File: src/rtl/enemies_struct.sv
// ---------------------------------------------------------------------------
// enemies_struct
// Shared types for the enemy grid and for the blocks that interact with it.
//   enemy_t       : one grid cell (position, alive flag, identifier)
//   shot_state_e  : player-shot controller states
//   COORD_W       : screen coordinate width used across the game datapath
// ---------------------------------------------------------------------------
package enemies_struct;

  localparam int COORD_W    = 12;
  localparam int ENEMY_ID_W = 8;

  typedef struct packed {
    logic [COORD_W-1:0]    x;
    logic [COORD_W-1:0]    y;
    logic                  alive;
    logic [ENEMY_ID_W-1:0] id;
  } enemy_t;

  typedef enum logic [1:0] {
    IDLE     = 2'd0,
    FLY      = 2'd1,
    HIT      = 2'd2,
    COOLDOWN = 2'd3
  } shot_state_e;

  // Zero-extend a coordinate so box bounds can be summed without wrapping.
  function automatic logic [COORD_W:0] coord_ext(input logic [COORD_W-1:0] v);
    return {1'b0, v};
  endfunction

endpackage

File: src/rtl/shot_hit_test.sv
// ---------------------------------------------------------------------------
// shot_hit_test
// Combinational point-in-box test of a point against one enemy hitbox.
// The box spans [x, x+ENEMY_WIDTH) by [y, y+ENEMY_HEIGHT); a dead enemy
// never reports a hit.
// Ports:
//   enemy   in  enemy_t  cell under test
//   shot_x  in  12       point x
//   shot_y  in  12       point y
//   hit     out 1        point lies inside the live enemy's box
// ---------------------------------------------------------------------------
module shot_hit_test
  import enemies_struct::*;
#(
  parameter int ENEMY_WIDTH  = 60,
  parameter int ENEMY_HEIGHT = 60
) (
  input  enemy_t             enemy,
  input  logic [COORD_W-1:0] shot_x,
  input  logic [COORD_W-1:0] shot_y,
  output logic               hit
);

  logic [COORD_W:0] x_lo_s;
  logic [COORD_W:0] x_hi_s;
  logic [COORD_W:0] y_lo_s;
  logic [COORD_W:0] y_hi_s;
  logic [COORD_W:0] px_s;
  logic [COORD_W:0] py_s;
  logic             unused_id_s;

  // The id field identifies the enemy but plays no part in the geometry.
  assign unused_id_s = ^enemy.id;

  // Bounds are formed one bit wider than a coordinate so the far edge never wraps.
  always_comb begin
    x_lo_s = coord_ext(enemy.x);
    y_lo_s = coord_ext(enemy.y);
    x_hi_s = coord_ext(enemy.x) + (COORD_W+1)'(ENEMY_WIDTH);
    y_hi_s = coord_ext(enemy.y) + (COORD_W+1)'(ENEMY_HEIGHT);
    px_s   = coord_ext(shot_x);
    py_s   = coord_ext(shot_y);
    hit    = enemy.alive
             && (px_s >= x_lo_s) && (px_s < x_hi_s)
             && (py_s >= y_lo_s) && (py_s < y_hi_s);
  end

endmodule

File: src/rtl/player_shot_collider.sv
// ---------------------------------------------------------------------------
// player_shot_collider
// Owns the single player projectile: spawns it on fire, moves it up on
// divided frame ticks, and sweeps the enemy grid one cell per clk looking
// for a hit. A hit produces a one-cycle valid_enemy_collision pulse with the
// shot-tip coordinates, followed by a cooldown so the consumer can retire
// the enemy before another shot can be fired.
// Ports:
//   clk, rst_n              clock, asynchronous active-low reset
//   enable                  game running; low clears everything synchronously
//   freeze                  pause: motion, scanning and cooldown hold
//   frame_rate              one-clk frame tick
//   fire                    fire request (level or pulse)
//   player_x [11:0]         player left edge
//   enemies                 enemy grid, [row][column]
//   shot_active             shot is on screen
//   shot_x, shot_y [11:0]   shot tip position
//   valid_enemy_collision   one-cycle hit pulse
//   killed_enemy_x/y [11:0] shot tip at the hit, held until the next hit
// ---------------------------------------------------------------------------
module player_shot_collider
  import enemies_struct::*;
#(
  parameter int NB_ENEMY_Y      = 10,
  parameter int NB_ENEMY_X      = 5,
  parameter int ENEMY_WIDTH     = 60,
  parameter int ENEMY_HEIGHT    = 60,
  parameter int PLAYER_WIDTH    = 40,
  parameter int SPAWN_Y         = 420,
  parameter int SHOT_STEP       = 6,
  parameter int SHOT_DIV        = 2,
  parameter int COOLDOWN_CYCLES = 4
) (
  input  logic               clk,
  input  logic               rst_n,
  input  logic               enable,
  input  logic               freeze,
  input  logic               frame_rate,
  input  logic               fire,
  input  logic [COORD_W-1:0] player_x,
  input  enemy_t             enemies [NB_ENEMY_Y][NB_ENEMY_X],
  output logic               shot_active,
  output logic [COORD_W-1:0] shot_x,
  output logic [COORD_W-1:0] shot_y,
  output logic               valid_enemy_collision,
  output logic [COORD_W-1:0] killed_enemy_x,
  output logic [COORD_W-1:0] killed_enemy_y
);

  localparam int ROW_W = (NB_ENEMY_Y > 1)      ? $clog2(NB_ENEMY_Y)      : 1;
  localparam int COL_W = (NB_ENEMY_X > 1)      ? $clog2(NB_ENEMY_X)      : 1;
  localparam int DIV_W = (SHOT_DIV > 1)        ? $clog2(SHOT_DIV)        : 1;
  localparam int CD_W  = (COOLDOWN_CYCLES > 1) ? $clog2(COOLDOWN_CYCLES) : 1;

  shot_state_e        state_r,   state_nxt_s;
  logic [ROW_W-1:0]   row_r,     row_nxt_s;
  logic [COL_W-1:0]   col_r,     col_nxt_s;
  logic [DIV_W-1:0]   div_r,     div_nxt_s;
  logic [CD_W-1:0]    cd_r,      cd_nxt_s;
  logic               active_r,  active_nxt_s;
  logic [COORD_W-1:0] sx_r,      sx_nxt_s;
  logic [COORD_W-1:0] sy_r,      sy_nxt_s;
  logic               valid_r,   valid_nxt_s;
  logic [COORD_W-1:0] kx_r,      kx_nxt_s;
  logic [COORD_W-1:0] ky_r,      ky_nxt_s;

  enemy_t             cell_s;
  logic               hit_s;
  logic               tick_s;
  logic [COORD_W:0]   spawn_sum_s;
  logic [COORD_W-1:0] spawn_x_s;

  // Cell under test this clk, selected by the sweep index.
  assign cell_s = enemies[row_r][col_r];

  shot_hit_test #(
    .ENEMY_WIDTH  (ENEMY_WIDTH),
    .ENEMY_HEIGHT (ENEMY_HEIGHT)
  ) u_hit_test (
    .enemy  (cell_s),
    .shot_x (sx_r),
    .shot_y (sy_r),
    .hit    (hit_s)
  );

  // Move tick: the SHOT_DIV-th counted frame pulse.
  assign tick_s = frame_rate && (div_r == DIV_W'(SHOT_DIV - 1));

  // Spawn at the player centre; never 0 so killed_enemy_x stays nonzero,
  // and saturate at the screen edge rather than wrapping.
  always_comb begin
    spawn_sum_s = coord_ext(player_x) + (COORD_W+1)'(PLAYER_WIDTH / 2);
    if (spawn_sum_s[COORD_W]) begin
      spawn_x_s = {COORD_W{1'b1}};
    end else if (spawn_sum_s[COORD_W-1:0] == {COORD_W{1'b0}}) begin
      spawn_x_s = COORD_W'(1);
    end else begin
      spawn_x_s = spawn_sum_s[COORD_W-1:0];
    end
  end

  // Next-state and datapath update for the shot controller.
  always_comb begin
    state_nxt_s  = state_r;
    row_nxt_s    = row_r;
    col_nxt_s    = col_r;
    div_nxt_s    = div_r;
    cd_nxt_s     = cd_r;
    active_nxt_s = active_r;
    sx_nxt_s     = sx_r;
    sy_nxt_s     = sy_r;
    valid_nxt_s  = 1'b0;
    kx_nxt_s     = kx_r;
    ky_nxt_s     = ky_r;

    case (state_r)
      IDLE: begin
        if (fire && !freeze) begin
          sx_nxt_s     = spawn_x_s;
          sy_nxt_s     = COORD_W'(SPAWN_Y);
          active_nxt_s = 1'b1;
          state_nxt_s  = FLY;
        end else begin
          state_nxt_s  = IDLE;
        end
      end

      FLY: begin
        if (!freeze) begin
          // Raster sweep: one cell per clk, column first.
          if (col_r == COL_W'(NB_ENEMY_X - 1)) begin
            col_nxt_s = {COL_W{1'b0}};
            if (row_r == ROW_W'(NB_ENEMY_Y - 1)) begin
              row_nxt_s = {ROW_W{1'b0}};
            end else begin
              row_nxt_s = row_r + ROW_W'(1);
            end
          end else begin
            col_nxt_s = col_r + COL_W'(1);
          end

          if (tick_s) begin
            div_nxt_s = {DIV_W{1'b0}};
          end else if (frame_rate) begin
            div_nxt_s = div_r + DIV_W'(1);
          end else begin
            div_nxt_s = div_r;
          end

          // A hit takes priority over a coincident move so the reported
          // coordinates are exactly where the collision was seen.
          if (hit_s) begin
            kx_nxt_s    = sx_r;
            ky_nxt_s    = sy_r;
            valid_nxt_s = 1'b1;
            state_nxt_s = HIT;
          end else if (tick_s) begin
            if (sy_r <= COORD_W'(SHOT_STEP)) begin
              active_nxt_s = 1'b0;
              state_nxt_s  = IDLE;
            end else begin
              sy_nxt_s     = sy_r - COORD_W'(SHOT_STEP);
            end
          end else begin
            state_nxt_s = FLY;
          end
        end else begin
          state_nxt_s = FLY;
        end
      end

      // The pulse is already on the output; it completes even under freeze.
      HIT: begin
        active_nxt_s = 1'b0;
        cd_nxt_s     = {CD_W{1'b0}};
        state_nxt_s  = COOLDOWN;
      end

      // Gives the consumer time to clear the alive flag before a new shot.
      COOLDOWN: begin
        if (!freeze) begin
          if (cd_r == CD_W'(COOLDOWN_CYCLES - 1)) begin
            cd_nxt_s    = {CD_W{1'b0}};
            state_nxt_s = IDLE;
          end else begin
            cd_nxt_s    = cd_r + CD_W'(1);
          end
        end else begin
          cd_nxt_s = cd_r;
        end
      end

      default: begin
        active_nxt_s = 1'b0;
        state_nxt_s  = IDLE;
      end
    endcase
  end

  // State and output registers; enable low drops the shot synchronously.
  always_ff @(posedge clk or negedge rst_n) begin
    if (!rst_n) begin
      state_r  <= IDLE;
      row_r    <= {ROW_W{1'b0}};
      col_r    <= {COL_W{1'b0}};
      div_r    <= {DIV_W{1'b0}};
      cd_r     <= {CD_W{1'b0}};
      active_r <= 1'b0;
      sx_r     <= {COORD_W{1'b0}};
      sy_r     <= {COORD_W{1'b0}};
      valid_r  <= 1'b0;
      kx_r     <= {COORD_W{1'b0}};
      ky_r     <= {COORD_W{1'b0}};
    end else if (!enable) begin
      state_r  <= IDLE;
      row_r    <= {ROW_W{1'b0}};
      col_r    <= {COL_W{1'b0}};
      div_r    <= {DIV_W{1'b0}};
      cd_r     <= {CD_W{1'b0}};
      active_r <= 1'b0;
      sx_r     <= {COORD_W{1'b0}};
      sy_r     <= {COORD_W{1'b0}};
      valid_r  <= 1'b0;
      kx_r     <= {COORD_W{1'b0}};
      ky_r     <= {COORD_W{1'b0}};
    end else begin
      state_r  <= state_nxt_s;
      row_r    <= row_nxt_s;
      col_r    <= col_nxt_s;
      div_r    <= div_nxt_s;
      cd_r     <= cd_nxt_s;
      active_r <= active_nxt_s;
      sx_r     <= sx_nxt_s;
      sy_r     <= sy_nxt_s;
      valid_r  <= valid_nxt_s;
      kx_r     <= kx_nxt_s;
      ky_r     <= ky_nxt_s;
    end
  end

  assign shot_active           = active_r;
  assign shot_x                = sx_r;
  assign shot_y                = sy_r;
  assign valid_enemy_collision = valid_r;
  assign killed_enemy_x        = kx_r;
  assign killed_enemy_y        = ky_r;

endmodule

File: config.mk
export PLATFORM = sky130hd
export DESIGN_NAME = player_shot_collider
export DESIGN_NICKNAME = d
export VERILOG_FILES = /design/src/rtl/enemies_struct.sv /design/src/rtl/shot_hit_test.sv /design/src/rtl/player_shot_collider.sv
export SDC_FILE = /design/constraint.sdc
export NUM_CORES = 1
export LEC_CHECK = 0
export ABC_CLOCK_PERIOD_IN_PS = 6300
export BUFFER_PORTS_ARGS = -buffer_cell sky130_fd_sc_hd__clkbuf_2
export CELL_PAD_IN_SITES_DETAIL_PLACEMENT = 1
export CELL_PAD_IN_SITES_GLOBAL_PLACEMENT = 1
export CORE_AREA = 2 2 661 663
export DETAILED_ROUTE_END_ITERATION = 8
export DIE_AREA = 0 0 663 665
export GPL_TIMING_DRIVEN = 0
export PLACE_DENSITY = 0.34
export SETUP_SLACK_MARGIN = 0.4
export SYNTH_ARGS = -nofsm -noshare
export SYNTH_HDL_FRONTEND = slang
export SYNTH_SLANG_ARGS = --single-unit
File: constraint.sdc
create_clock -name clk -period 6.3 [get_ports clk]
set_input_delay 0.945 -clock clk [delete_from_list [all_inputs] [get_ports clk]]
set_output_delay 0.945 -clock clk [all_outputs]
set_load 0.01 [all_outputs]
==> results of run 1 <==
state kept, by name, indices dropped and copies added, names as in the netlist, 2 cells and up:
| signal | cells |
|---|---|
| killed_enemy_y | 11 |
| shot_x | 12 |
| killed_enemy_x | 12 |
| state_r | 2 |
| cd_r | 2 |
| shot_y | 11 |
| col_r | 3 |
| row_r | 4 |
layout make-up:
cell class	count	area (sq um)	area share [%]
Inverter	32	120	0.370
Antenna cell	87	218	0.671
Buffer	157	1820	5.60
Sequential cell	60	1510	4.64
Multi-Input combinational cell	1208	13500	41.5
Timing Repair Buffer	1421	7800	24.0
Clock buffer	10	229	0.705
Tap cell	5734	7170	22.1
Clock inverter	6	111	0.343
kinds of logic after synthesis:
group / share of synthesized area (%)
multiplexers: 49.3
AO/OA/AOI/OAI: 19.6
AND/OR/NAND/NOR: 7.04
buffers and inverters: 8.19
flip-flops: 9.76
adder cells (fa/ha/maj): 4.64
XOR/XNOR: 1.42
other: 0.0244
metal layers:
layer	global-route usage [%]	vias up
met5	0	-
met4	2.08	146
met3	4.46	594
met2	26.8	1625
met1	17.9	11600
li1	-	9103
per-stage QoR:
| step | setup TNS (ps) | cell area [sq um] | utilization [%] | power, uW |
|---|---|---|---|---|
| 2_1_floorplan | 0 | 15400 | - | 1800 |
| 3_3_place_gp | -180990 | 29100 | 6.72 | 4020 |
| 3_5_place_dp | -155470 | 29500 | 6.80 | 4070 |
| 4_1_cts | -3900 | 32000 | 7.38 | 5130 |
| 5_1_grt | -11910 | 32300 | 7.46 | 5200 |
| 6_report | -8250 | 32500 | 7.49 | 4960 |
cells in the final DEF (no fill, tap or decap), types with 12 or more instances in the layout:
| cell type | synthesis | final |
|---|---|---|
| a221oi_1 | 24 | 20 |
| ha_1 | 57 | 51 |
| clkbuf_4 | 2 | 12 |
| mux2i_1 | 213 | 196 |
| clkbuf_16 | 0 | 12 |
| xor2_1 | 15 | 15 |
| nand2_1 | 56 | 51 |
| o21ai_1 | 12 | 18 |
| nor2_1 | 33 | 30 |
| mux4_1 | 24 | 19 |
| buf_6 | 30 | 37 |
| buf_4 | 20 | 83 |
| diode_2 | 0 | 87 |
| inv_1 | 30 | 28 |
| o221ai_1 | 20 | 20 |
| mux4_2 | 200 | 205 |
| o22ai_1 | 40 | 34 |
| o211ai_1 | 25 | 25 |
| dfrtp_1 | 60 | 56 |
| a22oi_1 | 25 | 22 |
| buf_12 | 9 | 28 |
| buf_16 | 0 | 28 |
| nand3_1 | 40 | 39 |
| a21oi_1 | 103 | 80 |
| clkbuf_1 | 57 | 22 |
| nor3_1 | 14 | 14 |
| buf_2 | 26 | 15 |
| clkbuf_2 | 0 | 1332 |
| o21ai_0 | 93 | 77 |
| a21oi_2 | 0 | 18 |
| mux2_2 | 28 | 28 |
repair_timing:
| action | CTS | global route |
|---|---|---|
| pin swaps | 53 | 33 |
| gates resized for setup | 305 | 41 |
| setup endpoints to repair | 42 | 38 |
| hold buffers | 0 | 0 |
| cloned | 4 | 0 |
| endpoints found under the hold margin | 0 | 0 |
| buffers inserted | 76 | 15 |
worst max-delay path: cells and delay by family (launching register included):
family / cells / cell delay (ps)
simple gates: 3 / 680
flops: 1 / 440
mux: 2 / 680
fa+ha+maj: 1 / 330
compound gates: 9 / 1960
buf+inv: 15 / 2250
final timing paths:
path,end,slack (ps),cells after the start
worst max register to register,shot_y[4],-300,30
worst min register to register,cd_r[1],530,2
max in group asynchronous,shot_y[1],5170,2
worst max-delay path,shot_y[4],-300,30
min in group asynchronous,killed_enemy_y[5],540,1
worst min-delay path,cd_r[1],530,2
power by group through the flow:
| stage | Clock [uW] | Sequential, uW | Combinational (uW) |
|---|---|---|---|
| floorplan | 0 | 424 | 1370 |
| global placement | 0 | 446 | 3570 |
| detailed placement | 0 | 447 | 3620 |
| CTS | 626 | 441 | 4060 |
| global route | 645 | 443 | 4110 |
| finish | 612 | 441 | 3910 |
==> results.cfg, run 1 <==
[outcome]
status = finished, violations left
violations = capacitance limit, slew limit, setup timing

[synthesis]
yosysMostFrequentCell = mux2i_1
ys.flop_type = dfrtp_1
synth_cells = 1456
yosys-top-cells-count = 213 x mux2i_1, 200 x mux4_2, 103 x a21oi_1
synthTopCellsByArea = mux4_2 29%, mux2i_1 14%, dfrtp_1 9.8%
syn-cell-area_sq_mm = 0.0154
synth_edf_count = 0
synth_area_leader_cell = mux4_2
ys_types = 91
synth_top_area_share_pct = 29.3
ys_async_sr_fraction_pct = 100
synth_seq_cells = 60
ys_warn_count = 0
avgSynthCellArea_sq_um = 10.6
synth-seq-area-share_pct = 9.76

[timing]
finalHoldViolCount = 0
clock_skew_ps = 18.6
post-route-period-util_pct = 105
rsz0062_at_grt = yes
fmax_mhz = 151
hold_slack_ps = 532
relSlewSlack_pct = -7.10
setup_violations = 38
min_period_ps = 6600
slew_violations = 11
tightest_slew_ps = 1610
fin_ws_ps = -304

[placement]
dp_hpwl_mm = 313
io_buffer_count = 1312
place_ws_ps = -4230
placed_cells = 8517
place_congestion = 0.838

[routing]
route.detailed.drc = 0
vias = 23000
wl_met2_mm = 169
met1_length_mm = 139
dr.pass1.iters = 5
route.top_layer_used = met5
dr_wl_met3_mm = 26.3
ant_nets = 0
vias_per_cell = 2.64
wl_per_cell_microns = 39.3
drt-initial-drc-count = 1477
wl_mm = 343

[clock_network]
cts_sinks = 60
clkTransAtPathRegs_ps = 70
insertion_delay_ps = 360
cts_buffers = 9
clk_path_buf_depth = 2
htreeDepth = 3
cts_root_buf = clkbuf_16
cts_tree = done

[floorplan]
dieArea_sq_mm = 0.441
io_pins = 1718
start_util_pct = 3.55
die_h_microns = 665
core_sq_mm = 0.433
rows = 242
die_width_microns = 663

[power_and_ir_drop]
internal_power_uw = 2300
switchingPower_uw = 2660
p_comb_share_pct = 78.8
power_density_mw_per_mm2 = 153
peakVddDrop_v = 0.000106
p_seq_share_pct = 8.9
p_leak_uw = 0.0122
p_sw_share_pct = 53.6
clockPowerShare_pct = 12.3

[worst_setup_path]
end_kind = flop
cp.required_ps = 6570
r2r_start = row_r[0]
worst_path_max_delay_cell = mux4_2
critPathLaunchType = flop
timing.critical_path.from = row_r[0]
max_stage_delay_ps = 540
worstSetupPathType = reg2reg
critical_path.max_fanout = 7
path_common_cell = buf_16
cp_data_arrival_time_ps = 6870

[global_route]
grt.total_usage_pct = 15.0
antenna_found_initial = 387
grt_max_degree = 40
overflow = 0
grt_pass1_vias = 23700
grt_first_pass_wirelength_mm = 397

[layout]
fill_cells = 51500
final_cells = 8715
drive_gt1_share_pct = 67.0
syn_to_final_growth_pct = 111
nets = 4614

[min_path]
hp-class = reg2reg
hp-start = cd_r[1]

[run]
max_cap_viol_count = 1
Power figures use the tool's default switching activity.
==> run 2: changes to the inputs <==
==> config.mk (replaced) <==
export PLATFORM = sky130hd
export DESIGN_NAME = player_shot_collider
export DESIGN_NICKNAME = d
export VERILOG_FILES = /design/src/rtl/enemies_struct.sv /design/src/rtl/shot_hit_test.sv /design/src/rtl/player_shot_collider.sv
export SDC_FILE = /design/constraint.sdc
export NUM_CORES = 1
export LEC_CHECK = 0
export ABC_CLOCK_PERIOD_IN_PS = 7000
export CELL_PAD_IN_SITES_DETAIL_PLACEMENT = 1
export CELL_PAD_IN_SITES_GLOBAL_PLACEMENT = 1
export CORE_AREA = 2 2 670 672
export DETAILED_ROUTE_END_ITERATION = 8
export DIE_AREA = 0 0 672 674
export DONT_BUFFER_PORTS = 1
export GPL_TIMING_DRIVEN = 0
export PLACE_DENSITY = 0.3
export SETUP_SLACK_MARGIN = 0.4
export SKIP_LAST_GASP = 1
export SYNTH_ARGS = -nofsm -noshare
export SYNTH_HDL_FRONTEND = slang
export SYNTH_SLANG_ARGS = --single-unit
==> constraint.sdc (replaced) <==
create_clock -name clk -period 7 [get_ports clk]
set_input_delay 1.05 -clock clk [delete_from_list [all_inputs] [get_ports clk]]
set_output_delay 1.05 -clock clk [all_outputs]
set_load 0.01 [all_outputs]
==> run 2 against run 1 <==
The run now fails in detailed routing. Synthesized cell count unchanged. Synthesized area unchanged. Global-route usage down 0.97 points.
==> results.cfg, run 2 <==
[outcome]
status = aborted with a tool error
lastStage = detailed routing
error = Error: _0272_ 2 pin not visited #guides = 69

[global_route]
grt_max_degree = 61
overflow = 0
grt.total_usage_pct = 14.0
grt_pass1_vias = 17400
antenna_found_initial = 401
grt_first_pass_wirelength_mm = 370

[clock_network]
htreeDepth = 3
cts_buffers = 9
cts_sinks = 60
cts_root_buf = clkbuf_16
clk_path_buf_depth = 2

[timing]
crit_endpoint = killed_enemy_x[8]$_DFFE_PN0P_/D
endpoint_type = sequential cell input

[placement]
io_buffer_count = 0
place_congestion = 0.927
placed_cells = 7421
dp_hpwl_mm = 301

[synthesis]
synth_seq_cells = 60
synth-seq-area-share_pct = 9.76
ys_async_sr_fraction_pct = 100
syn-cell-area_sq_mm = 0.0154
synthTopCellsByArea = mux4_2 29%, mux2i_1 14%, dfrtp_1 9.8%
synth_top_area_share_pct = 29.3
synth_cells = 1456
ys.flop_type = dfrtp_1
ys_warn_count = 0
ys_types = 91
synth_edf_count = 0
avgSynthCellArea_sq_um = 10.6
yosysMostFrequentCell = mux2i_1
synth_area_leader_cell = mux4_2
yosys-top-cells-count = 213 x mux2i_1, 200 x mux4_2, 103 x a21oi_1

[floorplan]
rows = 246
die_h_microns = 674
die_width_microns = 672
io_pins = 1718
start_util_pct = 3.45
[run 2: cell counts after synthesis]
Identical to the previous run, type by type.
[run 2: repair_timing]
| item | CTS | global route |
|---|---|---|
| setup buffers | 65 | 16 |
| gates cloned | 1 | 2 |
| pin swaps | 26 | 41 |
| resized for setup | 265 | 58 |
| setup endpoints to repair | 38 | 38 |
| hold buffers | 0 | 0 |
[run 2: metal layers]
| layer | global-route usage [%] |
|---|---|
| met2 | 24.8 |
| met4 | 2.76 |
| met3 | 5.38 |
| met5 | 0 |
| met1 | 15.9 |
[run 2: metrics by stage]
stage / hold WS, ps / area, sq um / utilization [%] / TNS [ps] / worst slack (ps)
floorplan: 502 / 15400 / - / 0 / 1140
global placement: 529 / 22800 / 5.11 / -177370 / -4770
detailed placement: 542 / 23100 / 5.18 / -134060 / -3700
CTS: 363 / 25300 / 5.66 / 0 / 400
global route: 361 / 25800 / 5.79 / 0 / 263
[run 2: kinds of logic after synthesis]
family / Yosys count / synth area share (%)
AO/OA/AOI/OAI: 449 / 19.6
XOR/XNOR: 25 / 1.42
adder cells (fa/ha/maj): 57 / 4.64
buffers and inverters: 189 / 8.19
flip-flops: 60 / 9.76
multiplexers: 465 / 49.3
other: 1 / 0.0244
AND/OR/NAND/NOR: 210 / 7.04
==> run 3: changes to the inputs <==
--- a/config.mk
+++ b/config.mk
@@ -6,15 +6,12 @@
 export NUM_CORES = 1
 export LEC_CHECK = 0
 export ABC_CLOCK_PERIOD_IN_PS = 7000
-export CELL_PAD_IN_SITES_DETAIL_PLACEMENT = 1
-export CELL_PAD_IN_SITES_GLOBAL_PLACEMENT = 1
-export CORE_AREA = 2 2 670 672
+export CORE_AREA = 2 2 662 664
 export DETAILED_ROUTE_END_ITERATION = 8
-export DIE_AREA = 0 0 672 674
+export DIE_AREA = 0 0 664 666
 export DONT_BUFFER_PORTS = 1
 export GPL_TIMING_DRIVEN = 0
-export PLACE_DENSITY = 0.3
-export SETUP_SLACK_MARGIN = 0.4
+export PLACE_DENSITY_LB_ADDON = 0.15
 export SKIP_LAST_GASP = 1
 export SYNTH_ARGS = -nofsm -noshare
 export SYNTH_HDL_FRONTEND = slang
==> run 3 against run 2 <==
The run now ends clean. Global-route usage is 0.58 points lower.
==> results.cfg, run 3 (synthesized netlist as in run 1, its figures left out) <==
[outcome]
status = complete, no violations

[timing]
finalHoldViolCount = 0
setup_violations = 0
fmax_mhz = 148
post-route-period-util_pct = 96.4
tightest_slew_ps = 1370
hold_slack_ps = 379
setup-tns-final_ps = 0
relSlewSlack_pct = 6.21
min_period_ps = 6750
clock_skew_ps = 17.9
slew_violations = 0

[routing]
drt-initial-drc-count = 1581
route.detailed.drc = 0
dr.pass1.iters = 5
ant_nets = 0
wl_per_cell_microns = 41.8
vias_per_cell = 2.37
wl_mm = 309
vias = 17500

[clock_network]
cts_tree = done
clk_path_buf_depth = 2
cts_sinks = 60
insertion_delay_ps = 360
cts_root_buf = clkbuf_16
clkTransAtPathRegs_ps = 70
cts_buffers = 9
cts_hold_buf = 0
htreeDepth = 3

[floorplan]
dieArea_sq_mm = 0.442
start_util_pct = 3.53
core_sq_mm = 0.436
die_h_microns = 666
rows = 243
io_pins = 1718
die_width_microns = 664

[global_route]
grt.total_usage_pct = 13.4
grt_max_degree = 61
grt_first_pass_wirelength_mm = 349
antenna_found_initial = 336
grt_pass1_vias = 17100
overflow = 0

[layout]
fin_area_sq_mm = 0.0248
final_cell_mix = 205 x mux4_2, 203 x mux2i_1, 96 x a21oi_1
final_util_pct = 5.69
drive_gt1_share_pct = 33.9
nets = 3249
layout_commonest_cell = mux4_2
syn_to_final_growth_pct = 61.2

[worst_setup_path]
critPathTopFamily = buffers and inverters
cp_data_arrival_time_ps = 6940
r2r_start = row_r[1]
critPathLaunchType = flop
path_buf_inv = 13
cp.required_ps = 7190
worstSetupPathType = reg2reg
worst_path_max_delay_cell = or4_4
critical_path.max_fanout = 11
end_kind = flop
timing.critical_path.from = row_r[1]
max_stage_delay_ps = 590

[power_and_ir_drop]
clockPowerShare_pct = 14.5
peakVddDrop_v = 0.000102
switchingPower_uw = 2130
p_seq_share_pct = 10.5
p_leak_uw = 0.00627
p_comb_share_pct = 75.0
internal_power_uw = 1700
power_density_mw_per_mm2 = 154
p_sw_share_pct = 55.6

[placement]
dp_hpwl_mm = 283
place_congestion = 0.922
post_dp_cell_area_sq_mm = 0.0231
io_buffer_count = 0

[min_path]
hp-class = in2async

[run]
max_cap_viol_count = 0
-- run 3: path summary, 6_finish.rpt --
kind / to / slack (ps) / cells past startpoint
setup / recovery: killed_enemy_x[10] / 250 / 31
hold / removal: shot_x[4] / 380 / 0
setup reg to reg: killed_enemy_x[10] / 250 / 31
hold reg to reg: cd_r[1] / 540 / 2
max in group asynchronous: row_r[3] / 6440 / 0
min in group clk: cd_r[1] / 540 / 2
-- run 3: what timing repair did --
item / 4_1_cts / 5_1_grt
pin swaps: 12 / 5
gates cloned: 0 / 0
gates resized for setup: 166 / 19
setup buffers: 34 / 6
setup endpoints to repair: 38 / 38
-- run 3: metal layers --
metal  global-route usage [%]  vias to the layer above  routed length (microns)
met5                        0                        -                      916
met4                     2.94                      134                     9620
met3                     3.89                      641                    24100
met2                     24.7                     1598                   157000
met1                     15.3                     8791                   117000
li1                         -                     6384                        -
-- run 3: area by class of cell --
class	instances	area (sq um)
fill	51500	411000
sequential	60	1510
clock inverter	6	113
buffer	152	1510
inverter	32	120
tap	5757	7200
timing repair buffer	61	807
clock buffer	10	229
multi-input combinational	1208	13000
antenna	114	285
-- run 3: per-stage QoR --
| step | setup WS, ps | power (uW) | instances |
|---|---|---|---|
| after floorplan | 1140 | 1620 | 1457 |
| after global placement | -4690 | 3190 | 7214 |
| after detailed placement | -4220 | 3240 | 7235 |
| after CTS | 13.4 | 4000 | 7282 |
| after global routing | -0.819 | 4040 | 7344 |
| final | 254 | 3830 | 7400 |
-- run 3: worst register-to-register path: cells and delay by family (launching register included) --
kind / cells / cell delay [ps]
xor+xnor: 1 / 70
buf+inv: 13 / 2300
flops: 1 / 410
mux: 2 / 800
fa+ha+maj: 1 / 250
compound gates: 11 / 1860
simple gates: 3 / 900
-- run 3: power by group through the flow --
stage / clock (uW) / sequential, uW / combinational, uW
4_1_cts: 586 / 405 / 3010
3_5_place_dp: 0 / 411 / 2830
6_report: 557 / 401 / 2870
5_1_grt: 598 / 407 / 3030
3_3_place_gp: 0 / 411 / 2780
2_1_floorplan: 0 / 382 / 1240
